### src/rtl/sd_blk_arb.sv
// Two-client round-robin arbiter sharing one SD block-device host port.
// Optional request-to-ack timeout is compiled in with `define SD_ARB_TIMEOUT_EN.
module sd_blk_arb #(
  parameter logic [23:0] TIMEOUT_CYC = 24'd12_500_000
) (
  input  logic        CLK,
  input  logic        RESET_N,
  input  logic [31:0] req_lba      [2],
  input  logic [1:0]  req_rd,
  input  logic [1:0]  req_wr,
  output logic [1:0]  req_ack,
  input  logic [7:0]  req_buff_din [2],
  output logic [1:0]  req_buff_wr,
  output logic [1:0]  req_err,
  output logic [31:0] sd_lba,
  output logic        sd_rd,
  output logic        sd_wr,
  input  logic        sd_ack,
  input  logic        sd_buff_wr,
  output logic [7:0]  sd_buff_din,
  output logic        busy,
  output logic        owner
);

  typedef enum logic [1:0] {IDLE, ISSUE, ACTIVE, DONE} state_t;

  state_t      state_q;
  logic        owner_q;
  logic        last_q;
  logic [31:0] sd_lba_q;
  logic        sd_rd_q;
  logic        sd_wr_q;

  logic [1:0]  pending;
  logic        gnt_valid_d;
  logic        gnt_idx_d;

  // NOTE: every variable assigned in always_comb gets a default first, so no latch is inferred.
  always_comb begin
    pending     = req_rd | req_wr;
    gnt_valid_d = 1'b0;
    gnt_idx_d   = 1'b0;
    if (pending != 2'b00) begin
      gnt_valid_d = 1'b1;
      // On a tie the client that was not served last wins; otherwise the lone requester.
      gnt_idx_d   = (pending == 2'b11) ? ~last_q : pending[1];
    end
  end

`ifdef SD_ARB_TIMEOUT_EN
  logic [23:0] tmo_cnt_q;
  logic [1:0]  req_err_q;
`endif

  // NOTE: sequential state uses non-blocking assignments only, so all flops update together.
  always_ff @(posedge CLK or negedge RESET_N) begin
    if (!RESET_N) begin
      state_q   <= IDLE;
      owner_q   <= 1'b0;
      last_q    <= 1'b1;
      sd_lba_q  <= 32'h0;
      sd_rd_q   <= 1'b0;
      sd_wr_q   <= 1'b0;
`ifdef SD_ARB_TIMEOUT_EN
      tmo_cnt_q <= 24'h0;
      req_err_q <= 2'b00;
`endif
    end else begin
`ifdef SD_ARB_TIMEOUT_EN
      req_err_q <= 2'b00;
`endif
      case (state_q)
        IDLE: begin
          if (gnt_valid_d) begin
            state_q   <= ISSUE;
            owner_q   <= gnt_idx_d;
            sd_lba_q  <= req_lba[gnt_idx_d];
            sd_rd_q   <= req_rd[gnt_idx_d];
            sd_wr_q   <= ~req_rd[gnt_idx_d];
`ifdef SD_ARB_TIMEOUT_EN
            tmo_cnt_q <= 24'h0;
`endif
          end
        end
        ISSUE: begin
          if (sd_ack) begin
            state_q <= ACTIVE;
            sd_rd_q <= 1'b0;
            sd_wr_q <= 1'b0;
          end
`ifdef SD_ARB_TIMEOUT_EN
          else if (tmo_cnt_q == TIMEOUT_CYC - 24'd1) begin
            state_q            <= DONE;
            sd_rd_q            <= 1'b0;
            sd_wr_q            <= 1'b0;
            req_err_q[owner_q] <= 1'b1;
          end else begin
            tmo_cnt_q <= tmo_cnt_q + 24'd1;
          end
`endif
        end
        ACTIVE: begin
          if (!sd_ack) state_q <= DONE;
        end
        DONE: begin
          last_q  <= owner_q;
          state_q <= IDLE;
        end
        default: state_q <= IDLE;
      endcase
    end
  end

`ifdef SD_ARB_TIMEOUT_EN
  assign req_err = req_err_q;
`else
  assign req_err = 2'b00;
`endif

  assign busy        = (state_q != IDLE);
  assign owner       = owner_q;
  assign sd_lba      = sd_lba_q;
  assign sd_rd       = sd_rd_q;
  assign sd_wr       = sd_wr_q;
  // Host strobes and data pass straight through to the owner with no added latency.
  assign req_ack     = (sd_ack && busy)     ? (owner_q ? 2'b10 : 2'b01) : 2'b00;
  assign req_buff_wr = (sd_buff_wr && busy) ? (owner_q ? 2'b10 : 2'b01) : 2'b00;
  assign sd_buff_din = busy ? req_buff_din[owner_q] : 8'h00;

endmodule

### config.mk
export PLATFORM = sky130hd
export DESIGN_NAME = sd_blk_arb
export DESIGN_NICKNAME = d
export VERILOG_FILES = /design/src/rtl/sd_blk_arb.sv
export SDC_FILE = /design/constraint.sdc
export NUM_CORES = 1
export LEC_CHECK = 0
export ABC_AREA = 1
export BUFFER_PORTS_ARGS = -buffer_cell sky130_fd_sc_hd__buf_2
export CAP_MARGIN = 20
export CORE_MARGIN = 3
export CORE_UTILIZATION = 40
export DETAILED_ROUTE_END_ITERATION = 8
export PLACE_DENSITY_LB_ADDON = 0.2
export REMOVE_ABC_BUFFERS = 1
export SLEW_MARGIN = 15
export SYNTH_ARGS = -nofsm -noshare
export SYNTH_HDL_FRONTEND = slang
export SYNTH_SLANG_ARGS = --single-unit
### constraint.sdc
create_clock -name CLK -period 1.2 [get_ports CLK]
set_input_delay 0.12 -clock CLK [delete_from_list [all_inputs] [get_ports CLK]]
set_output_delay 0.12 -clock CLK [all_outputs]
set_load 0.05 [all_outputs]
* Word-level counts from Yosys, hierarchy flattened
Index checks and enable logic that the tools add are counted.
Word-level totals: memories 0, logic and storage cells 54, output and inout port bits 50, bits in read-only memories 0, latch bits 0, register bits after elaboration 38, RAM bits 0, bits of input ports 88
Cells by class: reduce and logical (&&, ||, !) cells 9, bitwise gates (word level) 5, mux-type cells 24, add/sub/neg operators 0, shifts and indexed selects 0, eq/ne operators 7, div/mod/pow operators 0, magnitude comparators 3, multiply operators 0
Operators with widths (count):
- two-way mux 32 bit | 3
- two-way mux 8 bit | 4
- two-way mux 2 bit | 6
- two-way mux 1 bit | 8
- case mux 2 bit (4 select lines) | 1
- == test 2 bit (second input constant) | 3
- inequality test 2 bit (second input constant) | 3
- AND reduction 3 bit | 2
- nonzero test 2 bit | 3
- greater-or-equal comparator 2 bit (second input constant) | 2
- NOT 1 -> 2 bit | 2
- case mux 1 bit (2 select lines) | 2
- == test 2 x 1 -> 1 bit (second input constant) | 1
- logical AND 1 bit | 2
- zero test 2 bit | 1
- < comparator 1 x 2 -> 1 bit (second input constant) | 1
- NOT 1 bit | 2
- bitwise OR 2 bit | 1
- AND reduction 2 bit | 1

* Logic depth before layout (Yosys ltp)
Gate-level depths: netlist (run 1).
depth after elaboration 9, depth in mapped cells 8, mapped depth without buffers 7

* Least setup slack after synthesis (run 1)
Ideal clock, no wire load.
path kind register to output, from register owner_q, in the netlist owner, to output req_ack[1], buffers on the path 1, data arrival time 2050 ps, path slack -970 ps, required time 1080 ps, cell stages (with the launch flop) 4, path through dfrtp_1 > inv_1 > clkbuf_1 > nor3_1
On the way: cells in the longest elaborated chain, start to end 2
Ends and longest elaborated chain:
- start: declaration | RTL line 28 | logic owner_q;
- start signal: assignment | RTL line 76 | owner_q <= gnt_idx_d;
- two-way mux 2 bit (2 in series) | RTL line 126 | assign req_ack = (sd_ack && busy) ? (owner_q ? 2'b10 : 2'b01) : 2'b00;
- end: declaration | RTL line 11 | output logic [1:0] req_ack,
No other way between the ends.

* Worst setup path in the final report (run 1)
from register state_q[0], to output sd_buff_din[2]
On the way: cells in the longest elaborated chain, start to end 2
Ends and longest elaborated chain:
- start: declaration | RTL line 27 | state_t state_q;
- start signal: assignment | RTL line 58 | state_q <= IDLE;
- start signal: assignment | RTL line 75 | state_q <= ISSUE;
- start signal: assignment | RTL line 87 | state_q <= ACTIVE;
- nonzero test 2 bit | RTL line 120 | assign busy = (state_q != IDLE);
- two-way mux 8 bit | RTL line 128 | assign sd_buff_din = busy ? req_buff_din[owner_q] : 8'h00;
- end: declaration | RTL line 20 | output logic [7:0] sd_buff_din,
No other way between the ends.

==> results of run 1 <==
-- logic make-up after synthesis --
group           synth area share (%)
simple gates                    37.6
flops                           40.0
fa+ha+maj                       2.63
compound gates                  3.10
buf+inv                         16.6
other cells                    0.157
-- per-stage QoR --
stage                     hold slack (ps)  setup TNS (ps)  area [µm²]  instances
after floorplan                      -176          -28760        2270        341
after global placement               60.8           -2480        3220        566
after detailed placement             58.3           -4420        3220        566
after CTS                             111           -8110        3630        580
after global routing                  142          -13670        3670        582
final                                 120          -10290        3670        582
-- power by group through the flow --
stage	clock (mW)	combinational [mW]	sequential [mW]
after floorplan	0	2.84	4.39
after global placement	0	6.97	2.34
after detailed placement	0	7.10	2.33
after CTS	0.950	8.15	2.34
after global routing	0.991	8.97	2.44
final	0.924	8.38	2.36
-- worst max-delay path by stage --
stage	to	startpoint	cells past startpoint
after detailed placement	sd_buff_din[6]	state_q[0]	6
after global placement	sd_buff_din[5]	state_q[0]	6
after CTS	sd_buff_din[4]	state_q[0]	6
after floorplan	req_ack[1]	owner	2
after global routing	sd_buff_din[2]	state_q[0]	6
final	sd_buff_din[2]	state_q[0]	6
-- cell type report --
class / count / area [µm²] / share of cell area, %
clock buffers: 6 / 82.6 / 2.25
clock inverters: 2 / 12.5 / 0.341
inverters: 74 / 289 / 7.87
multi-input cells: 229 / 1170 / 31.8
flip-flops and latches: 38 / 953 / 26.0
well taps: 72 / 90.1 / 2.45
repair buffers: 159 / 1070 / 29.0
repair inverters: 2 / 12.5 / 0.341
-- per-layer routing --
layer	global-route usage, %	share of wire (%)	vias up
li1	-	-	1383
met4	5.20	1.3	0
met3	4.37	7.7	12
met1	26.3	42	1241
met5	0	0	-
met2	37.0	49	133
-- sequential cells by signal, indices dropped and copies added (netlist names) --
register and cells:
sd_wr 1, last_q 1, owner 1, state_q 2, sd_lba 32, sd_rd 1
-- worst min-delay path, delay by kind of cell --
| kind | cells | cell delay [ps] |
|---|---|---|
| buffers and inverters | 2 | 100 |
| and+or+nand+nor | 3 | 160 |
-- synthesized netlist by cell type --
library cell    n
conb_1          1
ha_1            5
o21ai_1         1
o21ai_0         8
buf_2          10
dfrtp_1        37
or2_2           1
nand2_1       112
inv_2           2
nor2_2          1
nand4_1         2
nor3_1          4
o21ai_4         1
buf_4           2
buf_6           3
dfstp_2         1
inv_1          72
clkbuf_1        5
nor2_1         19
nand2_2         2
nand3_1        69
o21a_1          1
a21oi_1         1
-- timing repair --
| item | CTS | global route |
|---|---|---|
| endpoints found under the hold margin | 13 | 0 |
| setup endpoints to repair | 51 | 50 |
| setup buffers | 4 | 2 |
| gates resized for setup | 58 | 12 |
| pin swaps | 10 | 7 |
| gates cloned | 3 | 1 |
| hold buffers | 1 | 0 |
==> flow_summary.json, run 1 <==
{
  "status": "finished with violations",
  "violations": "negative setup slack",
  "io-pin-count": 138,
  "utilization_pct": 65.1,
  "drt-vias-per-instance": 4.76,
  "clock_root_buffer_master": "clkbuf_8",
  "kind_of_cell_with_the_highest_combined_delay_on_the_critical_path": "flip-flops",
  "cts_bufs_inserted": 5,
  "rr_endpoint": "sd_lba[1]",
  "ctsHtreeMaxLevel": 2,
  "fmax_mhz": 633,
  "yosysUniqueCellTypes": 23,
  "drt_pass1_iterations": 4,
  "place_worst_setup_slack_ps": -211,
  "grt_setup_unrepaired": "true",
  "die_width_um": 83.2,
  "vias": 2769,
  "power_frac_seq_pct": 20.3,
  "critical_path.slowest_cell": "dfrtp_1",
  "synth_seq_area_share_pct": 40.0,
  "placement_rows": 27,
  "p_int_mw": 5.20,
  "synth_top_cells_by_area": "dfrtp_1 39%, nand2_1 18%, nand3_1 14%",
  "timing.final.hold_violations": 0,
  "worst_skew_pair.late_latency_ps": 290,
  "cellPowerDensity_nw_per_um2": 3180,
  "first_global_vias": 2693,
  "synth.avg_cell_area_um2": 6.62,
  "cap_violations": 0,
  "cpPeakStageDelay_ps": 400,
  "dieArea_um2": 6920,
  "finish.net_count": 602,
  "timing.final.crit_share_pct": 132,
  "floorplan.initialDensity_pct": 42.2,
  "net-switching-power_mw": 6.47,
  "power.static_leakage_nw": 2.23,
  "worstPathCellList": "inv_2, ha_4, clkinvlp_4, o21ai_1, nor2_1, buf_6",
  "grt_max_degree": 35,
  "timing.clock.skew_ps": 4.66,
  "tritoncts": "built",
  "layout-drive-gt1-share_pct": 38.2,
  "setup.worst_path.class": "reg2out",
  "netlist.top_cell.by_area": "dfrtp_1",
  "ir_worst_vdd_mv": 2.02,
  "detailedRoute.firstIterationViolations": 114,
  "end_kind": "primary output",
  "cts_max_path_buffers": 2,
  "coreArea_um2": 5640,
  "clock_sinks": 38,
  "pwr-share-comb_pct": 71.8,
  "number_of_antenna_violations_at_the_first_check_in_global_routing": 0,
  "post_drt_wl_per_cell_um": 12.8,
  "timing.final.max_slew_violations": 0,
  "postRouteWirelength_um": 7430,
  "hold-path-endpoint": "sd_lba[15]",
  "syn_area_um2": 2380,
  "worst-endpoint-required_ps": 1080,
  "synth_top_area_share_pct": 38.9,
  "grtUsageTotal_pct": 21.0,
  "grt_overflow_total": 0,
  "arrival_ps": 1460,
  "most-common-layout-cells": "122 x buf_2, 111 x nand2_1, 68 x inv_1",
  "place.port_buffers": 135,
  "timing.final.ws_setup_ps": -379,
  "post-dp-hpwl_um": 4990,
  "period_minus_slack_ps": 1580,
  "min_from": "req_lba[47]",
  "final_common_cell": "buf_2",
  "synth.ff_latch_count": 38,
  "antenna_cells": 0,
  "synthToLayoutAreaGrowth_pct": 54.1,
  "critical_path_buf_inv_count": 3,
  "power.total_mw": 11.7,
  "final_antenna_net_count": 0,
  "first_pass_grt_wire_length_um": 12200,
  "launching_element_type_of_the_critical_path": "flop",
  "worst-r2r-cell-count": 8,
  "power_frac_clock_pct": 7.9,
  "clock_slew_at_reported_path_ffs_ps": 80,
  "worst_hold_path.num_cells": 5,
  "fillCellCount": 515,
  "switching_share_pct": 55.4,
  "critical_path_peak_fanout": 4,
  "globalplace.congestion": 0.791,
  "setup-violations-final": 50,
  "die_outline_height_um": 83.2,
  "drcViolationCount": 0,
  "r2r_start": "state_q[0]",
  "netlist_instances": 360,
  "reg2reg_slack_ps": -250,
  "yosys_warnings": 0,
  "worst_hold_path_type": "in2reg"
}
Note: power is estimated with default switching activity, not from simulation.
==> inputs of run 2 (changes only) <==
--- a/config.mk
+++ b/config.mk
@@ -11,6 +11,7 @@
 export CORE_MARGIN = 3
 export CORE_UTILIZATION = 40
 export DETAILED_ROUTE_END_ITERATION = 8
+export GPL_TIMING_DRIVEN = 0
 export PLACE_DENSITY_LB_ADDON = 0.2
 export REMOVE_ABC_BUFFERS = 1
 export SLEW_MARGIN = 15
==> run 2 against run 1 <==
The flow still finishes with violations (negative setup slack). Clock power down 2.6%. Worst setup slack gained 9.9 ps. First-iteration DRC count fell by 0.88%. Fmax rose by 0.63%. Core utilization grew 5.2 points. Die area unchanged.
==> flow_summary.json, run 2 (synthesis gave the netlist of run 1 again) <==
{
  "status": "finished with violations",
  "violations": "negative setup slack",
  "fmax_mhz": 637,
  "worstPathCellList": "inv_2, ha_4, clkinvlp_4, o21ai_1, nor2_1, buf_6",
  "critical_path_origin": "state_q[0]",
  "timing.critical_path.depth": 6,
  "critical_path.slowest_cell": "dfrtp_1",
  "drt-vias-per-instance": 4.75,
  "setup-violations-final": 50,
  "arrival_ps": 1450,
  "worst_hold_path_type": "in2reg",
  "post_drt_wl_per_cell_um": 14.4,
  "ff_latch_area_um2": 953,
  "final_common_cell": "buf_2",
  "globalplace.congestion": 0.772,
  "finish.net_count": 613,
  "antenna_cells": 0,
  "flip_flop_count_of_the_largest_register_all_copies_and_words_added": 32,
  "max-slew-margin-rel_pct": 35.3,
  "grt_setup_unrepaired": "true",
  "drcViolationCount": 0,
  "rr_endpoint": "sd_lba[31]",
  "timing.final.hold_violations": 0,
  "timing_worst_slew_pin_value_ps": 970,
  "hold-worst-slack_ps": 154,
  "ctsHtreeMaxLevel": 2,
  "power.static_leakage_nw": 2.34,
  "io-pin-count": 138,
  "period_minus_slack_ps": 1570,
  "fillCellCount": 465,
  "timing.setup.tns_ps": -14440,
  "detailedRoute.firstIterationViolations": 113,
  "placement_rows": 27,
  "setup.worst_path.class": "reg2out",
  "critical_path_buf_inv_count": 3,
  "power.total_mw": 12.6,
  "coreArea_um2": 5640,
  "r2r_start": "state_q[0]",
  "timing.final.crit_share_pct": 131,
  "place.port_buffers": 135,
  "timing.final.ws_setup_ps": -370,
  "die_outline_height_um": 83.2,
  "dieArea_um2": 6920,
  "worst-r2r-cell-count": 9,
  "clock_root_buffer_master": "clkbuf_8",
  "reg2reg_slack_ps": -330,
  "drt_pass1_iterations": 5,
  "numPlacedInstances": 548,
  "final_antenna_net_count": 0,
  "tritoncts": "built",
  "end_kind": "primary output",
  "number_of_antenna_violations_at_the_first_check_in_global_routing": 0,
  "post-dp-hpwl_um": 4420,
  "cpPeakStageDelay_ps": 400,
  "cellPowerDensity_nw_per_um2": 3170,
  "ir_worst_vdd_mv": 2.34,
  "synthToLayoutAreaGrowth_pct": 66.5,
  "critical_path.endpoint": "sd_buff_din[7]",
  "die_width_um": 83.2,
  "vias": 2816,
  "cap_violations": 0,
  "grt_overflow_total": 0,
  "cts_bufs_inserted": 5,
  "first_pass_grt_wire_length_um": 13400,
  "kind_of_cell_with_the_highest_combined_delay_on_the_critical_path": "flip-flops",
  "worst-endpoint-required_ps": 1080,
  "timing.clock.skew_ps": 3.61,
  "grt_max_degree": 39,
  "worst_skew_pair.late_latency_ps": 280,
  "most-common-layout-cells": "120 x buf_2, 103 x nand2_1, 68 x inv_1",
  "timing.final.max_slew_violations": 0,
  "floorplan.initialDensity_pct": 42.2,
  "first_global_vias": 2732,
  "critical_path_peak_fanout": 6,
  "layout-drive-gt1-share_pct": 46.6,
  "clock_slew_at_reported_path_ffs_ps": 80,
  "grtUsageTotal_pct": 23.9,
  "area_taken_by_multi_input_logic_gates_um2": 1410,
  "launching_element_type_of_the_critical_path": "flop",
  "cts_max_path_buffers": 2,
  "clock_sinks": 38,
  "place_worst_setup_slack_ps": -1150,
  "postRouteWirelength_um": 8550,
  "finalNonFillerCells": 593
}
[run 2: power breakdown]
part | switching [mW] | internal, mW | leakage (nW)
combinational | 6.25 | 3.04 | 1.83
sequential | 0.421 | 1.97 | 0.459
clock | 0.436 | 0.464 | 0.0482
total | 7.11 | 5.47 | 2.34
[run 2: layer usage]
metal / wire length (µm) / vias up / GRT usage (%)
li1: - / 1410 / -
met5: 0 / - / 0
met4: 128 / 0 / 8.17
met1: 3430 / 1277 / 29.6
met3: 587 / 8 / 5.65
met2: 4400 / 121 / 40.7
[run 2: how the worst min path moves through the flow]
stage                startpoint  cells past startpoint  slack (ps)    endpoint
floorplan               RESET_N                      0        -180       owner
global placement        RESET_N                      1         280  sd_lba[24]
detailed placement      RESET_N                      1         270  sd_lba[24]
CTS                 req_lba[59]                      5         120  sd_lba[27]
global route        req_lba[54]                      5         160  sd_lba[22]
finish              req_lba[49]                      5         150  sd_lba[17]
[run 2: final cells by class]
| cell class | instances | area share, % |
|---|---|---|
| timing repair inverter | 4 | 1.51 |
| multi-input combinational | 233 | 35.4 |
| sequential | 38 | 24.0 |
| timing repair buffer | 164 | 26.9 |
| tap | 72 | 2.27 |
| clock buffer | 7 | 2.18 |
| inverter | 74 | 7.57 |
| clock inverter | 1 | 0.126 |
[run 2: stage by stage]
stage	utilization (%)	cell area, µm²
after floorplan	-	2270
after global placement	53.8	3030
after detailed placement	53.8	3030
after CTS	65.2	3680
after global routing	70.3	3970
final	70.3	3970
[run 2: tightest hold or removal path: stages]
cell,delay [ps]
buf_2,70
inv_1,30
nand2_1,60
nand3_2,60
nand2_1,60
[run 2: repair_timing]
action                                  in CTS  in global routing
hold buffers                                 1                  0
gates cloned                                 8                  0
resized for setup                           84                 49
buffers inserted                            22                  7
endpoints found under the setup margin      51                 51
pin swaps                                    9                 67
hold endpoints to repair                    37                  0
==> inputs of run 3 (changes only) <==
--- a/config.mk
+++ b/config.mk
@@ -8,8 +8,10 @@
 export ABC_AREA = 1
 export BUFFER_PORTS_ARGS = -buffer_cell sky130_fd_sc_hd__buf_2
 export CAP_MARGIN = 20
+export CELL_PAD_IN_SITES_DETAIL_PLACEMENT = 1
+export CELL_PAD_IN_SITES_GLOBAL_PLACEMENT = 1
 export CORE_MARGIN = 3
-export CORE_UTILIZATION = 40
+export CORE_UTILIZATION = 26
 export DETAILED_ROUTE_END_ITERATION = 8
 export GPL_TIMING_DRIVEN = 0
 export PLACE_DENSITY_LB_ADDON = 0.2
==> run 3 against run 2 <==
The run ends with negative hold slack, negative setup slack left. Non-clock buffer count shrank 6. Highest routed layer is now met5. Power up 5.6%. Combinational power grew 5.4%. Sequential share of layout area down 0.97 points. Via count increased by 3.0%. Die area rose by 50%. Critical path depth unchanged. Largest cell class unchanged. First-iteration DRC count shrank 39%. Clock-buffer cell count is 1 higher.
==> flow_summary.json, run 3 (synthesis gave the netlist of run 1 again) <==
{
  "timing_worst_slew_pin_value_ps": 887,
  "vias": 2901,
  "antenna_cells": 0,
  "post_drt_wl_per_cell_um": 16.3,
  "end_kind": "primary output",
  "clock_sinks": 38,
  "cellPowerDensity_nw_per_um2": 3210,
  "max-slew-margin-rel_pct": 40.9,
  "worst_hold_path_type": "in2async",
  "net-switching-power_mw": 7.57,
  "worst-endpoint-required_ps": 1080,
  "fmax_mhz": 647,
  "drt_pass1_iterations": 4,
  "timing.final.ws_setup_ps": -345,
  "globalplace.congestion": 0.726,
  "flip_flop_count_of_the_largest_register_all_copies_and_words_added": 32,
  "ir_worst_vdd_mv": 0.989,
  "synthToLayoutAreaGrowth_pct": 73.6,
  "postRouteWirelength_um": 10200,
  "power.static_leakage_nw": 2.37,
  "period_minus_slack_ps": 1540,
  "utilization_pct": 47.0,
  "die_outline_height_um": 102,
  "launching_element_type_of_the_critical_path": "flop",
  "dieArea_um2": 10300,
  "place.port_buffers": 135,
  "grt_overflow_total": 0,
  "status": "finished with violations",
  "clock_root_buffer_master": "clkbuf_8",
  "number_of_antenna_violations_at_the_first_check_in_global_routing": 1,
  "final_antenna_net_count": 0,
  "io-pin-count": 138,
  "grt_max_degree": 39,
  "die_width_um": 102,
  "finish.net_count": 613,
  "ctsHtreeMaxLevel": 2,
  "cap_violations": 0,
  "placement_rows": 34,
  "most-common-layout-cells": "121 x buf_2, 81 x nand2_1, 68 x inv_1",
  "layout-drive-gt1-share_pct": 50.9,
  "timing.clock.skew_ps": 5.24,
  "power_frac_seq_pct": 18.3,
  "floorplan.initialDensity_pct": 27.1,
  "worst_skew_pair.late_latency_ps": 290,
  "fillCellCount": 1125,
  "timing.final.hold_violations": 37,
  "grtUsageTotal_pct": 20.1,
  "switching_share_pct": 57.0,
  "timing.final.max_slew_violations": 0,
  "pwr-share-comb_pct": 73.7,
  "final_common_cell": "buf_2",
  "drcViolationCount": 0,
  "timing.setup.tns_ps": -12910,
  "first_global_vias": 3012,
  "power_frac_clock_pct": 8.0,
  "coreArea_um2": 8810,
  "place_worst_setup_slack_ps": -1360,
  "hold-worst-slack_ps": -54.7,
  "critical_path_peak_fanout": 7,
  "clock_slew_at_reported_path_ffs_ps": 80,
  "drt-vias-per-instance": 4.61,
  "detailedRoute.firstIterationViolations": 69,
  "timing.final.crit_share_pct": 129,
  "power.total_mw": 13.3,
  "tritoncts": "built",
  "setup-violations-final": 50,
  "cts_max_path_buffers": 2,
  "arrival_ps": 1420,
  "cts_bufs_inserted": 5,
  "first_pass_grt_wire_length_um": 15900,
  "violations": "negative hold slack, negative setup slack",
  "post-dp-hpwl_um": 5520,
  "p_int_mw": 5.71,
  "setup.worst_path.class": "reg2out",
  "grt_setup_unrepaired": "true"
}
run 3: changes by cell type in the layout (fill, tap and decap cells not counted), sizes merged:
cell / change
buf: -4
clkinv: -1
inv: +1
clkinvlp: -1
nand2: +6
dlygate4sd3: -1
run 3: path summary, 6_finish.rpt:
kind	from	endpoint	slack (ps)	cells after the start
max in group asynchronous	RESET_N	owner	640	1
worst max register to register	state_q[0]	sd_lba[13]	-310	7
min in group CLK	req_lba[40]	sd_lba[8]	130	5
worst max-delay path	state_q[0]	sd_buff_din[6]	-340	6
worst min register to register	sd_lba[4]	sd_lba[4]	480	2
worst min-delay path	RESET_N	sd_lba[29]	-50	1
run 3: power by group through the flow:
| stage | Combinational [mW] | Clock, mW | Sequential (mW) |
|---|---|---|---|
| after floorplan | 2.84 | 0 | 4.39 |
| after global placement | 6.59 | 0 | 2.37 |
| after detailed placement | 6.70 | 0 | 2.38 |
| after CTS | 9.18 | 1.09 | 2.38 |
| after global routing | 10.5 | 1.15 | 2.52 |
| final | 9.79 | 1.06 | 2.43 |
run 3: layout make-up:
cell class,instances,area (µm²),share of cell area [%]
flip-flops and latches,38,953,23.1
multi-input cells,239,1560,37.7
clock buffers,8,110,2.66
repair buffers,158,1020,24.6
repair inverters,4,55.1,1.33
inverters,74,308,7.44
well taps,108,135,3.27
run 3: stage by stage:
step	hold slack, ps	instance area (µm²)	cells
2_1_floorplan	-176	2270	341
5_1_grt	14.3	4140	629
3_5_place_dp	306	3080	584
4_1_cts	-18.9	3930	626
6_report	-54.7	4140	629
3_3_place_gp	309	3080	584
run 3: routing by layer:
metal  GRT usage, %  vias to the layer above  share of wire [%]
met4           4.09                        2                1.0
met2           35.2                      101                 50
li1               -                     1420                  -
met1           24.3                     1365                 40
met3           6.34                       13                8.5
met5              0                        -               0.13
run 3: worst max-delay path: stages, from the launching register on:
cell and delay [ps]:
dfrtp_1 390, inv_2 70, ha_4 220, inv_4 100, o21ai_2 50, nor2_1 130, buf_6 180
run 3: repair_timing:
action / in CTS / in global routing
setup buffers: 20 / 4
gates resized for setup: 108 / 56
pin swaps: 45 / 17
endpoints found under the hold margin: 37 / 0
endpoints found under the setup margin: 51 / 50
gates cloned: 14 / 0
